<file path="config.mk">
export PLATFORM = sky130hd
export DESIGN_NAME = dram_arbiter_flat
export DESIGN_NICKNAME = d
export VERILOG_FILES = /design/src/rtl/dram_pkg.sv /design/src/rtl/dram_arbiter_if.sv /design/src/rtl/rr_pick2.sv /design/src/rtl/dram_arbiter.sv /design/src/flat_wrapper.sv
export SDC_FILE = /design/constraint.sdc
export NUM_CORES = 1
export LEC_CHECK = 0
export ABC_AREA = 1
export CAP_MARGIN = 30
export CELL_PAD_IN_SITES_DETAIL_PLACEMENT = 0
export CELL_PAD_IN_SITES_GLOBAL_PLACEMENT = 1
export CORE_AREA = 2 2 338 340
export DETAILED_ROUTE_END_ITERATION = 10
export DIE_AREA = 0 0 340 342
export DONT_BUFFER_PORTS = 1
export PLACE_DENSITY_LB_ADDON = 0.1
export SLEW_MARGIN = 20
export SYNTH_ARGS = -nofsm -noshare
export SYNTH_HDL_FRONTEND = slang
export SYNTH_HIERARCHICAL = 1
export SYNTH_SLANG_ARGS = --single-unit
</file>
<file path="constraint.sdc">
create_clock -name clk -period 10.55 [get_ports clk]
set_input_delay 1.055 -clock clk [delete_from_list [all_inputs] [get_ports clk]]
set_output_delay 1.055 -clock clk [all_outputs]
set_load 0.05 [all_outputs]
</file>
<file path="src/rtl/dram_pkg.sv">
// Shared widths, state encoding and port identifiers for the two-port DRAM arbiter.
package dram_pkg;
    localparam int ADDR_W = 32;
    localparam int LINE_W = 128;
    localparam int CNT_W  = 16;

    typedef enum logic [1:0] {
        IDLE = 2'd0,
        BUSY = 2'd1,
        DONE = 2'd2
    } state_t;

    localparam logic PORT_A = 1'b0;
    localparam logic PORT_B = 1'b1;

    function automatic logic [CNT_W-1:0] sat_inc(input logic [CNT_W-1:0] v);
        return (v == {CNT_W{1'b1}}) ? v : v + 1'b1;
    endfunction
endpackage

</file>
<file path="src/rtl/dram_arbiter_if.sv">
// Requester ports A/B, the DRAM controller request/response and the error flag.
interface dram_arbiter_if;
    logic                       a_valid;
    logic [dram_pkg::ADDR_W-1:0] a_addr;
    logic                       a_wmask;
    logic [dram_pkg::LINE_W-1:0] a_wdata;
    logic                       a_ready;
    logic [dram_pkg::LINE_W-1:0] a_rdata;

    logic                       b_valid;
    logic [dram_pkg::ADDR_W-1:0] b_addr;
    logic                       b_wmask;
    logic [dram_pkg::LINE_W-1:0] b_wdata;
    logic                       b_ready;
    logic [dram_pkg::LINE_W-1:0] b_rdata;

    logic                       mem_valid;
    logic [dram_pkg::ADDR_W-1:0] mem_addr;
    logic                       mem_wmask;
    logic [dram_pkg::LINE_W-1:0] mem_wdata;
    logic                       mem_ready;
    logic [dram_pkg::LINE_W-1:0] mem_rdata;

    logic                       err;

    modport slave (
        input  a_valid, a_addr, a_wmask, a_wdata,
        input  b_valid, b_addr, b_wmask, b_wdata,
        input  mem_ready, mem_rdata,
        output a_ready, a_rdata, b_ready, b_rdata,
        output mem_valid, mem_addr, mem_wmask, mem_wdata,
        output err
    );

    modport master (
        output a_valid, a_addr, a_wmask, a_wdata,
        output b_valid, b_addr, b_wmask, b_wdata,
        output mem_ready, mem_rdata,
        input  a_ready, a_rdata, b_ready, b_rdata,
        input  mem_valid, mem_addr, mem_wmask, mem_wdata,
        input  err
    );
endinterface

</file>
<file path="src/rtl/rr_pick2.sv">
// Combinational two-way round-robin picker: on a tie the port that did not win last time wins.
module rr_pick2
    import dram_pkg::*;
(
    input  logic [1:0] valid,
    input  logic       last_grant,
    output logic       grant,
    output logic       any
);
    always_comb begin
        any   = |valid;
        grant = PORT_A;
        if (valid == 2'b11) begin
            grant = ~last_grant;
        end else if (valid[PORT_B]) begin
            grant = PORT_B;
        end
    end
endmodule

</file>
<file path="src/rtl/dram_arbiter.sv">
// Two-port arbiter in front of a single-outstanding DRAM controller, with a sticky BUSY timeout flag.
module dram_arbiter
    import dram_pkg::*;
#(
    parameter int unsigned TIMEOUT = 65535
) (
    input  logic          clk,
    input  logic          rst,
    dram_arbiter_if.slave bus
);
    localparam logic [CNT_W-1:0] TIMEOUT_CNT = CNT_W'(TIMEOUT);

    state_t              state_q, state_d;
    // The granted port doubles as last_grant: both are written on the same edge.
    logic                grant_q, grant_d;
    logic [ADDR_W-1:0]   addr_q, addr_d;
    logic                wmask_q, wmask_d;
    logic [LINE_W-1:0]   wdata_q, wdata_d;
    logic [LINE_W-1:0]   rdata_q, rdata_d;
    logic                a_ready_q, a_ready_d;
    logic                b_ready_q, b_ready_d;
    logic [CNT_W-1:0]    cnt_q, cnt_d;
    logic                err_q, err_d;

    logic                pick_grant;
    logic                pick_any;

    rr_pick2 u_pick (
        .valid      ({bus.b_valid, bus.a_valid}),
        .last_grant (grant_q),
        .grant      (pick_grant),
        .any        (pick_any)
    );

    always_ff @(posedge clk or posedge rst) begin
        if (rst) begin
            state_q   <= IDLE;
            grant_q   <= PORT_B;
            addr_q    <= '0;
            wmask_q   <= 1'b0;
            wdata_q   <= '0;
            rdata_q   <= '0;
            a_ready_q <= 1'b0;
            b_ready_q <= 1'b0;
            cnt_q     <= '0;
            err_q     <= 1'b0;
        end else begin
            state_q   <= state_d;
            grant_q   <= grant_d;
            addr_q    <= addr_d;
            wmask_q   <= wmask_d;
            wdata_q   <= wdata_d;
            rdata_q   <= rdata_d;
            a_ready_q <= a_ready_d;
            b_ready_q <= b_ready_d;
            cnt_q     <= cnt_d;
            err_q     <= err_d;
        end
    end

    always_comb begin
        state_d   = state_q;
        grant_d   = grant_q;
        addr_d    = addr_q;
        wmask_d   = wmask_q;
        wdata_d   = wdata_q;
        rdata_d   = rdata_q;
        a_ready_d = 1'b0;
        b_ready_d = 1'b0;
        cnt_d     = cnt_q;
        err_d     = err_q;
        case (state_q)
            IDLE: begin
                if (pick_any) begin
                    state_d = BUSY;
                    grant_d = pick_grant;
                    addr_d  = (pick_grant == PORT_B) ? bus.b_addr  : bus.a_addr;
                    wmask_d = (pick_grant == PORT_B) ? bus.b_wmask : bus.a_wmask;
                    wdata_d = (pick_grant == PORT_B) ? bus.b_wdata : bus.a_wdata;
                    cnt_d   = '0;
                end
            end
            BUSY: begin
                // The counter equals the number of completed BUSY cycles, so err rises in BUSY cycle TIMEOUT.
                cnt_d = sat_inc(cnt_q);
                if (cnt_d == TIMEOUT_CNT) begin
                    err_d = 1'b1;
                end
                if (bus.mem_ready) begin
                    state_d   = DONE;
                    rdata_d   = bus.mem_rdata;
                    a_ready_d = (grant_q == PORT_A);
                    b_ready_d = (grant_q == PORT_B);
                end
            end
            DONE: begin
                state_d = IDLE;
            end
            default: begin
                state_d = IDLE;
            end
        endcase
    end

    // Drop valid in the controller's ready cycle so it never sees a second request.
    assign bus.mem_valid = (state_q == BUSY) && !bus.mem_ready;
    assign bus.mem_addr  = addr_q;
    assign bus.mem_wmask = wmask_q;
    assign bus.mem_wdata = wdata_q;
    assign bus.a_ready   = a_ready_q;
    assign bus.b_ready   = b_ready_q;
    assign bus.a_rdata   = rdata_q;
    assign bus.b_rdata   = rdata_q;
    assign bus.err       = err_q;
endmodule

</file>
<file path="src/flat_wrapper.sv">
// flat-port wrapper written by rule: the top's interface ports become plain ports
module dram_arbiter_flat import dram_pkg::*;
#(
    parameter int unsigned TIMEOUT = 65535
)
  (clk, rst, bus_a_valid, bus_a_addr, bus_a_wmask, bus_a_wdata, bus_b_valid, bus_b_addr, bus_b_wmask, bus_b_wdata, bus_mem_ready, bus_mem_rdata, bus_a_ready, bus_a_rdata, bus_b_ready, bus_b_rdata, bus_mem_valid, bus_mem_addr, bus_mem_wmask, bus_mem_wdata, bus_err);
  dram_arbiter_if bus_i ();
  input  logic clk;
  input  logic rst;
  input wire logic [$bits(bus_i.a_valid)-1:0] bus_a_valid;
  input wire logic [$bits(bus_i.a_addr)-1:0] bus_a_addr;
  input wire logic [$bits(bus_i.a_wmask)-1:0] bus_a_wmask;
  input wire logic [$bits(bus_i.a_wdata)-1:0] bus_a_wdata;
  input wire logic [$bits(bus_i.b_valid)-1:0] bus_b_valid;
  input wire logic [$bits(bus_i.b_addr)-1:0] bus_b_addr;
  input wire logic [$bits(bus_i.b_wmask)-1:0] bus_b_wmask;
  input wire logic [$bits(bus_i.b_wdata)-1:0] bus_b_wdata;
  input wire logic [$bits(bus_i.mem_ready)-1:0] bus_mem_ready;
  input wire logic [$bits(bus_i.mem_rdata)-1:0] bus_mem_rdata;
  output wire logic [$bits(bus_i.a_ready)-1:0] bus_a_ready;
  output wire logic [$bits(bus_i.a_rdata)-1:0] bus_a_rdata;
  output wire logic [$bits(bus_i.b_ready)-1:0] bus_b_ready;
  output wire logic [$bits(bus_i.b_rdata)-1:0] bus_b_rdata;
  output wire logic [$bits(bus_i.mem_valid)-1:0] bus_mem_valid;
  output wire logic [$bits(bus_i.mem_addr)-1:0] bus_mem_addr;
  output wire logic [$bits(bus_i.mem_wmask)-1:0] bus_mem_wmask;
  output wire logic [$bits(bus_i.mem_wdata)-1:0] bus_mem_wdata;
  output wire logic [$bits(bus_i.err)-1:0] bus_err;
  assign bus_i.a_valid = bus_a_valid;
  assign bus_i.a_addr = bus_a_addr;
  assign bus_i.a_wmask = bus_a_wmask;
  assign bus_i.a_wdata = bus_a_wdata;
  assign bus_i.b_valid = bus_b_valid;
  assign bus_i.b_addr = bus_b_addr;
  assign bus_i.b_wmask = bus_b_wmask;
  assign bus_i.b_wdata = bus_b_wdata;
  assign bus_i.mem_ready = bus_mem_ready;
  assign bus_i.mem_rdata = bus_mem_rdata;
  assign bus_a_ready = bus_i.a_ready;
  assign bus_a_rdata = bus_i.a_rdata;
  assign bus_b_ready = bus_i.b_ready;
  assign bus_b_rdata = bus_i.b_rdata;
  assign bus_mem_valid = bus_i.mem_valid;
  assign bus_mem_addr = bus_i.mem_addr;
  assign bus_mem_wmask = bus_i.mem_wmask;
  assign bus_mem_wdata = bus_i.mem_wdata;
  assign bus_err = bus_i.err;
  dram_arbiter #(.TIMEOUT(TIMEOUT)) u_core (.clk(clk), .rst(rst), .bus(bus_i));
endmodule
</file>
==> run_results.csv <==
group,metric,value,unit
status,status,"finished, final reports clean",
yosys,yosys_warnings,6,
clocking,cts_root_buf,"clkbuf_16",
clocking,hold_buffers,0,
worst_setup_path,cp-end-kind,"register",
die,die_area,116000,sq um
yosys,ys_ff_latch,311,
die,fp-row-count,124,
die,ioPinCount,876,
clocking,cts.repair.resized,0,
cells_and_area,area_growth,17.0,%
yosys,ys_seq_area_share,54.5,%
yosys,synth_top_area_share,54.3,%
route,dr.first_iter.drc_count,494,
die,fp.dieH,342,um
sta,timing.final.hold_violations,0,
sta,rsz0062_at_grt,"false",
yosys,synth.distinct_cells,27,
route,vias,11000,
worst_setup_path,cp_max_fo,198,
place,gp_congestion,0.744,
sta,tns,0,ps
cells_and_area,layout-drive-gt1-share,7.04,%
clocking,insertion_delay,580,ps
grt,grt_pass1_wl,86300,um
yosys,syn_area,14300,sq um
place,hpwl,43000,um
grt,met3_usage,4.77,%
cells_and_area,layout_commonest_cell,"nand2_1",
clocking,clkTransAtPathRegs,60,ps
worst_setup_path,startpoint_type,"input pin",
yosys,synth_top_area_cell,"dfrtp_1",
die,start_util,12.6,%
yosys,syn_avg_cell_area,8.19,sq um
run,maxCapViolCount,0,
sta,max_freq,275,MHz
route,wire_per_inst,19.2,um
grt,grt_usage,9.96,%
route,route.detailed.drc,0,
grt,grtUsageMet1,10.5,%
cells_and_area,layout.nets,2041,
route,via_per_inst,3.50,
clocking,cts_tree,"built",
sta,setup_viol,0,
sta,relSlewSlack,30.9,%
place,port_buffers,0,
clocking,clockBufferDepth,3,
grt,antenna_found_initial,3,
worst_setup_path,crit_type,"input pin to register",
clocking,cts_max_level,2,
grt,grt_overflow,0,
route,drt_first_pass_iters,4,
grt,grt_max_degree,199,
cells_and_area,final_cell_mix,"nand2_1, dfrtp_1, nor2_1",
grt,grt_busiest_layer,"met2",
sta,period_share,34.4,%
clocking,post-cts-setup-buffers,0,
yosys,postSynthCellCount,1743,
worst_setup_path,cp_data_arrival_time,4140,ps
yosys,synth_top_cells_by_area,"dfrtp_1, nand2_1, a31oi_1",
die,die_x,340,um
sta,tightest_slew,1040,ps
clocking,cts_buffers,46,
grt,grt_use_met2,17.4,%
grt,first_global_vias,11700,
sta,period_needed,3630,ps
die,core,113000,sq um
clocking,cts_sinks,311,
yosys,syn-num-nets,2199,
sta,final_max_slew_viol_count,0,
route,totalWireLength,60100,um
cells_and_area,n_fill_cell,12900,
sta,clock-skew-final,15.7,ps
worst_setup_path,critPathRequiredTime,11060,ps
route,ant_nets,0,
worst_hold_path,min_path_type,"input pin to async pin",
-- flip-flops by register name, indices dropped and copies added (netlist names) --
register              cells
u_core/bus.a_rdata      128
u_core/grant_q            1
u_core/cnt_q             16
u_core/bus.mem_addr      32
u_core/state_q            2
u_core/bus.b_ready        1
u_core/bus.mem_wmask      1
u_core/bus.mem_wdata    128
u_core/bus.err            1
u_core/bus.a_ready        1
-- worst max-delay path: stages --
cell	delay, ps
or2_1	150
nand2_1	250
nor2_4	420
buf_4	480
buf_4	640
buf_12	500
nor2_1	100
a31oi_1	170
-- metal layers --
layer	vias to the layer above	wire length (um)
met5	-	13
met4	2	1550
met3	78	6550
met2	607	30000
met1	5163	21900
li1	5114	-
-- area by class of cell --
class	count	area (sq um)	share of cell area (%)
Timing Repair Buffer	23	314	1.88
Inverter	25	111	0.667
Clock buffer	71	1410	8.43
Clock inverter	12	168	1.00
Multi-Input combinational cell	1178	5030	30.1
Sequential cell	311	7780	46.6
Antenna cell	1	2.50	0.0150
Tap cell	1512	1890	11.3
-- final timing paths --
check	start	endpoint	slack, ps	cells past startpoint
setup / recovery	bus_b_valid	u_core/bus.mem_wdata[66]	6920	8
hold / removal	rst	u_core/bus.a_rdata[118]	420	1
setup reg to reg	u_core/state_q[0]	u_core/bus.a_rdata[75]	7080	8
hold reg to reg	u_core/grant_q	u_core/bus.a_ready	550	1
max in group asynchronous	rst	u_core/cnt_q[15]	8120	3
min in group clk	u_core/grant_q	u_core/bus.a_ready	550	1
-- cell families (layout without fill, tap and decap cells) --
group           after synthesis  count (layout)  synth area share [%]
other cells                   0               1                     0
flops                       311             311                  54.5
simple gates                987             987                  26.6
fa+ha+maj                     1               1                0.0876
xor+xnor                      7               7                 0.429
buf+inv                     254             131                  10.5
compound gates              183             183                  7.92
-- cells in the mapped netlist --
cell and count:
nand3_1 15, a21oi_1 2, o21bai_2 1, nand2_4 1, nand4_1 4, buf_2 46, buf_4 128, nor2_2 2
dfrtp_1 310, nor2_1 184, inv_6 1, ha_1 1, buf_1 11, xor2_1 7, nor2_4 2, nand3_2 1
inv_2 5, o22ai_1 4, dfstp_2 1, clkbuf_1 44, o21ai_0 13, nand2_1 771, nor2_8 1, or2_1 1
inv_1 19, a31oi_1 163, nand2_2 5
-- per-stage QoR --
step	instances	hold slack (ps)	area [sq um]	worst slack (ps)	utilization (%)
final	3133	416	16700	6920	14.8
after global routing	3132	436	16700	6580	14.8
after CTS	3127	430	16600	6600	14.7
after detailed placement	3044	542	15000	6270	13.3
after global placement	3039	547	14900	6340	13.2
after floorplan	1743	480	14300	896	-
Power is left out: the tool's default activity adds up to more than one toggle a clock period on the data nets, which glitch-free logic cannot reach.
